**src/rtl/mem_stream_reader.sv**
```systemverilog
// mem_stream_reader
// Reads a burst of consecutive words from a single-port BRAM (one-cycle read
// latency) and streams them out over a valid/ready interface. A 2-entry FIFO
// absorbs the read latency so the stream sustains one word per cycle, and
// reads stall under backpressure.
//
// Ports
//   clock, reset_n            single clock, async active-low reset
//   start                     one-cycle burst request (ignored while busy/done)
//   base_address, length      burst parameters, sampled with start
//   busy, done                burst in progress / one-cycle completion pulse
//   ram_enable, write_enable  BRAM control (write_enable tied low)
//   address                   BRAM read address
//   output_data               BRAM read data, valid the cycle after ram_enable
//   out_data, out_valid       streamed word and its valid flag
//   out_ready                 consumer accept
//
// state | meaning
// IDLE  | waiting for start, no reads, stream empty
// READ  | issuing reads, bounded to two words outstanding
// DRAIN | all reads issued, waiting for the final handshake
module mem_stream_reader #(
  parameter int RAM_WIDTH     = 32,
  parameter int RAM_ADDR_BITS = 9
) (
  input  logic                     clock,
  input  logic                     reset_n,
  input  logic                     start,
  input  logic [RAM_ADDR_BITS-1:0] base_address,
  input  logic [RAM_ADDR_BITS:0]   length,
  output logic                     busy,
  output logic                     done,
  output logic                     ram_enable,
  output logic                     write_enable,
  output logic [RAM_ADDR_BITS-1:0] address,
  input  logic [RAM_WIDTH-1:0]     output_data,
  output logic [RAM_WIDTH-1:0]     out_data,
  output logic                     out_valid,
  input  logic                     out_ready
);

  typedef enum logic [1:0] {IDLE, READ, DRAIN} state_t;

  localparam logic [RAM_ADDR_BITS-1:0] ADDR_ONE = 1;
  localparam logic [RAM_ADDR_BITS:0]   CNT_ONE  = 1;
  localparam logic [RAM_ADDR_BITS:0]   CNT_ZERO = 0;

  state_t                   state;
  logic [RAM_ADDR_BITS:0]   reads_left;
  logic [RAM_ADDR_BITS:0]   words_left;
  logic                     in_flight;
  logic [RAM_WIDTH-1:0]     fifo_mem [2];
  logic                     wr_ptr;
  logic                     rd_ptr;
  logic [1:0]               fifo_count;
  logic [1:0]               outstanding;
  logic                     pop;

  assign write_enable = 1'b0;
  assign busy         = (state != IDLE);
  assign out_valid    = (fifo_count != 2'd0);
  assign out_data     = fifo_mem[rd_ptr];
  assign pop          = out_valid && out_ready;

  // Words issued but not yet handed off: buffered plus the one in the BRAM
  // pipeline. Capping this at two keeps the FIFO from ever overflowing; a pop
  // in the same cycle frees a slot, which is what lets the stream run at
  // full rate.
  assign outstanding = fifo_count + {1'b0, in_flight};
  assign ram_enable  = (state == READ) &&
                       ((outstanding < 2'd2) || ((outstanding == 2'd2) && pop));

  always_ff @(posedge clock or negedge reset_n) begin
    if (!reset_n) begin
      state       <= IDLE;
      reads_left  <= CNT_ZERO;
      words_left  <= CNT_ZERO;
      address     <= '0;
      done        <= 1'b0;
      in_flight   <= 1'b0;
      wr_ptr      <= 1'b0;
      rd_ptr      <= 1'b0;
      fifo_count  <= 2'd0;
      fifo_mem[0] <= '0;
      fifo_mem[1] <= '0;
    end else begin
      done      <= 1'b0;
      in_flight <= ram_enable;

      if (in_flight) begin
        fifo_mem[wr_ptr] <= output_data;
        wr_ptr           <= ~wr_ptr;
      end
      if (pop) begin
        rd_ptr     <= ~rd_ptr;
        words_left <= words_left - CNT_ONE;
      end
      fifo_count <= fifo_count + {1'b0, in_flight} - {1'b0, pop};

      if (ram_enable) begin
        address    <= address + ADDR_ONE;
        reads_left <= reads_left - CNT_ONE;
      end

      case (state)
        IDLE: begin
          // A start landing on the done cycle belongs to the finished burst.
          if (start && !done) begin
            if (length == CNT_ZERO) begin
              done <= 1'b1;
            end else begin
              state      <= READ;
              address    <= base_address;
              reads_left <= length;
              words_left <= length;
            end
          end
        end
        READ: begin
          if (ram_enable && (reads_left == CNT_ONE)) state <= DRAIN;
        end
        DRAIN: begin
          if (pop && (words_left == CNT_ONE)) begin
            state <= IDLE;
            done  <= 1'b1;
          end
        end
        default: state <= IDLE;
      endcase
    end
  end

endmodule

```
**config.mk**
```make
export PLATFORM = sky130hd
export DESIGN_NAME = mem_stream_reader
export DESIGN_NICKNAME = d
export VERILOG_FILES = /design/src/rtl/mem_stream_reader.sv
export SDC_FILE = /design/constraint.sdc
export NUM_CORES = 1
export LEC_CHECK = 0
export ABC_CLOCK_PERIOD_IN_PS = 2700
export CAP_MARGIN = 20
export CORE_ASPECT_RATIO = 0.75
export CORE_UTILIZATION = 40
export CTS_BUF_LIST = sky130_fd_sc_hd__clkbuf_8
export CTS_CLUSTER_DIAMETER = 150
export CTS_CLUSTER_SIZE = 8
export DETAILED_ROUTE_END_ITERATION = 6
export GPL_ROUTABILITY_DRIVEN = 0
export PLACE_DENSITY = 0.74
export SYNTH_ARGS = -nofsm -noshare
export SYNTH_HDL_FRONTEND = slang
export SYNTH_SLANG_ARGS = --single-unit
export TNS_END_PERCENT = 5
```
**constraint.sdc**
```tcl
create_clock -name clock -period 2.7 [get_ports clock]
set_input_delay 0.54 -clock clock [delete_from_list [all_inputs] [get_ports clock]]
set_output_delay 0.54 -clock clock [all_outputs]
set_load 0.1 [all_outputs]
```
* After elaboration in Yosys (flattened, before gate mapping)
Cells that the tools add are included.
Cells by class: muxes and demuxes 27, order comparisons 4, eq/ne operators 9, reduce and logical (&&, ||, !) cells 14, $add $sub $neg 5, bitwise gates (word level) 4
Operators by type and width (number):
- 32-bit two-way mux | 4
- 10-bit two-way mux | 8
- 64-bit bitwise mux | 1
- 9-bit two-way mux | 4
- 32-bit demux with 1-bit select | 1
- 10-bit by 1-bit == test with 1-bit output, second input constant | 2
- 10-bit by 1-bit subtractor with 10-bit output, second input constant | 2
- 10-bit logical NOT | 1
- 9-bit by 1-bit adder with 9-bit output, second input constant | 1
- 2-bit two-way mux | 4
- 1-bit logical AND | 7
- 2-bit inequality test, second input constant | 3
- 2-bit one-hot mux with 3 select lines | 1
- 2-bit == test, second input constant | 2
- 2-bit greater-or-equal comparator, second input constant | 2
- 1-bit inverter with 2-bit output | 2
- 4-bit AND reduction | 1
- 2-bit nonzero test | 2
- 1-bit two-way mux | 3
- 2-bit by 1-bit adder with 2-bit output | 1
- 2-bit by 1-bit == test with 1-bit output, second input constant | 1
- 2-bit logical NOT | 1
- 2-bit by 1-bit less-than comparator with 1-bit output, second input constant | 1
- 2-bit less-than comparator, second input constant | 1
- 6 further kinds | 7
Storage, ports and cells: bits of input ports 55, output and inout bits 46, logic and storage cells 74, flip-flop bits (word level) 101

* Logic depth before layout (Yosys ltp)
Gate-level depths: netlist (run 1).
depth in word-level cells 9, mapped depth 7, gate-level depth less buffers 6

* Least setup slack after synthesis (run 1)
No wires, ideal clock.
kind register to output, start register in_flight, end output ram_enable, path slack 0.362 ns, arrival time 1.798 ns, stages on the path, launching flop included 6, required time 2.160 ns, path through dfrtp_1 > ha_1 > nand2b_1 > a211o_1 > inv_1 > buf_2
On the way: longest elaborated chain between the ends 5, elaborated cells between the ends (all ways) 6, those cells by class add/sub (1); order compare (1); eq/ne (1); reduce/logical (3)
Ends and longest elaborated chain:
- from (decl) | line 51 | logic in_flight;
- from (signal assigned) | line 88 | in_flight <= ram_enable;
- 2-bit by 1-bit adder with 2-bit output (*) | line 69 | assign outstanding = fifo_count + {1'b0, in_flight};
- 2-bit == test | line 71 | ((outstanding < 2'd2) || ((outstanding == 2'd2) && pop));
- 1-bit logical AND | line 71
- 1-bit logical OR (*) | line 71
- 1-bit logical AND (*) | line 70 | assign ram_enable = (state == READ) &&
- to (decl) | line 33 | output logic ram_enable,
Every way passes the cells marked *; elsewhere a longest branch is shown, timed or not.

* Final worst setup path (run 1)
start input length[0], end register reads_left[6]
On the way: longest elaborated chain between the ends 4
Ends and longest elaborated chain:
- from (decl) | line 30 | input logic [RAM_ADDR_BITS:0] length,
- 10-bit logical NOT | line 109 | if (length == CNT_ZERO) begin
- 10-bit two-way mux | line 109
- 10-bit two-way mux | line 108 | if (start && !done) begin
- 10-bit two-way mux | line 105 | case (state)
- to (signal assigned) | line 102 | reads_left <= reads_left - CNT_ONE;
- to (signal assigned) | line 114 | reads_left <= length;
- to (decl) | line 49 | logic [RAM_ADDR_BITS:0] reads_left;
Every way passes these cells. A chain may end at the register's enable or synchronous reset.

==> results.toml, run 1 <==
[synthesis]
synth_area_leaders = "dfrtp_1, mux2_2, a31oi_1, ha_1, nor2_1"
synth_seq_cells = 101
syn_area_per_cell_sq_um = 12.1
netlist_instances = 394
synth_top_cell_area_share_pct = 52.9
synth_cell_types = 44
yosys.area.top_type = "dfrtp_1"
yosysWarnings = 0
syn-num-nets = 456
seq_area_frac_synth_pct = 52.9
syn-cell-area_sq_um = 4770

[placement]
dp_cells = 648
dpl.hpwl_um = 8060
port_buffers = 99

[cts]
hold_buffers = 0
cts_resized = 0
clk_pin_slew_ns = 0.09
cts.sinks = 101
cts_setup_buffers = 0
clockRootBuffer = "clkbuf_8"
cts_max_level = 3
cts_tree = "done"
cts_buffers = 9
cts_buffer_depth = 2
clk_latency_ns = 0.36

[drt]
wl_um = 11000
dr_wl_met2_um = 5200
top_layer = "met4"
postRouteAntennaNets = 0
drc = 0
wl_met1_um = 5100
route.vias.total = 3537
drt_iter0_markers = 150
viasPerCell = 5.33
dr.pass1.iters = 4
wire_per_inst_um = 16.6
wl_met3_um = 564

[final_layout]
regArea_sq_um = 2530
fin_util_pct = 56.4
nNetsFinal = 559
final_layout_size_suffix_gt1_share_pct = 34.5
antenna_cells = 0
multiInputGateArea_sq_um = 2120
fillers = 940
syn2layout_area_growth_pct = 37.3
instances_no_fill = 663

[floorplanning]
num_rows = 34
io_pins = 101
die_area_sq_um = 12400
initial_core_util_pct = 41.1
die_y_um = 96.6
core-area_sq_um = 11600
die_x_um = 128

[timing]
setup_viol = 0
rsz0062_at_grt = "false"
finalHoldViolCount = 0
fin_crit_ns = 2.48
max_freq_mhz = 403
worst_slew_pin_slew_ns = 0.757
hold-worst-slack_ns = 0.236
drv_slew = 0
fin_skew_ns = 0.0107
timing.final.crit_share_pct = 92.0
slew_headroom_pct = 49.5

[global_route]
grt_pass1_wl_um = 18300
antenna_found_initial = 0
grt_max_degree = 56
grtUsageTotal_pct = 19.1
grt-ovfl-total = 0
grt_pass1_vias = 3717

[setup_path]
cp_slowest_stage_delay_ns = 0.75
crit_slowest_cell = "a31o_2"
crit_type = "input pin to flop"
cp.arrival_ns = 2.76
crit_fanout = 38
required_ns = 2.98
regToRegSetupSlack_ns = 0.43
path_buf_inv = 1
crit_chain = "clkdlybuf4s50_1, nor4_1, a31o_2, nor2_1, a31oi_1"
startpoint = "length[0]"
critical-path-top-delay-family = "compound AO/OA/AOI/OAI gates"
endpoint_kind = "flop"
start_kind = "input pin"
reg2reg_from = "in_flight"

[min_path]
hold_path.class = "input pin to asynchronous set/reset pin"

[outcome]
status = "finished clean"

[job]
cap_violations = 0
cell usage after synthesis, drive strengths merged:
| library cell | n |
|---|---|
| nand2 | 10 |
| a21oi | 15 |
| inv | 14 |
| or3 | 12 |
| buf | 10 |
| nand4b | 1 |
| a22o | 1 |
| a2bb2oi | 1 |
| and2 | 2 |
| nor3 | 4 |
| o32ai | 1 |
| a31o | 3 |
| conb | 1 |
| mux2 | 96 |
| nand4 | 1 |
| o22a | 1 |
| or4b | 1 |
| o31ai | 5 |
| dfrtp | 101 |
| o21ai | 13 |
| ha | 7 |
| a211o | 1 |
| o41ai | 4 |
| nand3 | 6 |
| xor2 | 6 |
| o31a | 1 |
| clkbuf | 9 |
| xnor2 | 5 |
| nor2 | 21 |
| nor4 | 6 |
| or4 | 6 |
| nor3b | 1 |
| and4 | 1 |
| and3 | 1 |
| a31oi | 18 |
| nand2b | 2 |
| nor4b | 1 |
| nor2b | 2 |
| or2 | 3 |
cell type report:
type	instances	area share, %
flip-flops and latches	101	38.6
multi-input cells	260	32.4
repair buffers	111	21.6
well taps	162	3.09
clock buffers	12	2.52
clock inverters	3	1.03
inverters	14	0.802
routing by layer:
metal / GRT usage (%) / vias to the layer above
li1: - / 1639
met1: 26.1 / 1773
met2: 29.6 / 111
met3: 4.76 / 14
met4: 6.33 / 0
met5: 0 / -
cells by family after synthesis:
family	after synthesis	synth area share (%)
flip-flops	101	52.9
multiplexers	96	22.6
AND/OR/NAND/NOR	81	9.25
AO/OA/AOI/OAI	64	8.47
buffers and inverters	33	2.75
XOR/XNOR	11	2.02
adder cells (fa/ha/maj)	7	1.83
other	1	0.0786
through the flow:
| stage | setup TNS (ns) | setup slack, ns | instance area, sq um |
|---|---|---|---|
| after global routing | 0 | 0.0934 | 6550 |
| final | 0 | 0.216 | 6550 |
| after detailed placement | -0.898 | -0.136 | 6320 |
| after floorplan | 0 | 0.362 | 4770 |
| after CTS | 0 | 0.227 | 6550 |
| after global placement | -0.0589 | -0.0523 | 6320 |
path summary, 6_finish.rpt:
kind,end,cells after the start
max,reads_left[6],5
max in group asynchronous,fifo_mem[37],2
min reg2reg,fifo_mem[38],1
min in group clock,fifo_mem[38],1
max reg2reg,reads_left[6],6
min,words_left[0],1
registers in the layout (all words and copies together), names as in the netlist:
signal      cells
address         9
done            1
fifo_count      2
fifo_mem       64
in_flight       1
rd_ptr          1
reads_left     10
state           2
words_left     10
wr_ptr          1
cells in the final DEF (no fill, tap or decap), types with 2 or more instances in the layout:
cell type        instances
xnor2_1                  5
buf_12                  36
nor4_1                   6
o41ai_1                  4
a21oi_1                 15
mux2_2                  92
buf_4                   22
dfrtp_1                101
nor2_1                  21
xor2_1                   6
or2_2                    3
or4_1                    6
o21ai_0                 12
inv_1                   14
a31o_2                   3
o31ai_1                  5
nand2_1                 10
mux2_1                   4
clkdlybuf4s50_1         53
a31oi_1                 18
and2_1                   2
nor3_1                   4
nand3_1                  6
bufinv_16                2
nand2b_1                 2
or3_1                   11
ha_1                     7
clkbuf_8                12
Power of run 1 is left out: the tool's default activity adds up to more than one toggle a clock period on the data nets, which glitch-free logic cannot reach.
==> run 2: changes to the inputs <==
--- a/config.mk
+++ b/config.mk
@@ -15,6 +15,7 @@
 export DETAILED_ROUTE_END_ITERATION = 6
 export GPL_ROUTABILITY_DRIVEN = 0
 export PLACE_DENSITY = 0.74
+export SLEW_MARGIN = 20
 export SYNTH_ARGS = -nofsm -noshare
 export SYNTH_HDL_FRONTEND = slang
 export SYNTH_SLANG_ARGS = --single-unit
==> results of run 2 <==
Final layout, timing and power as in run 1 (identical DEF).
Power of run 2 is left out for the same reason.
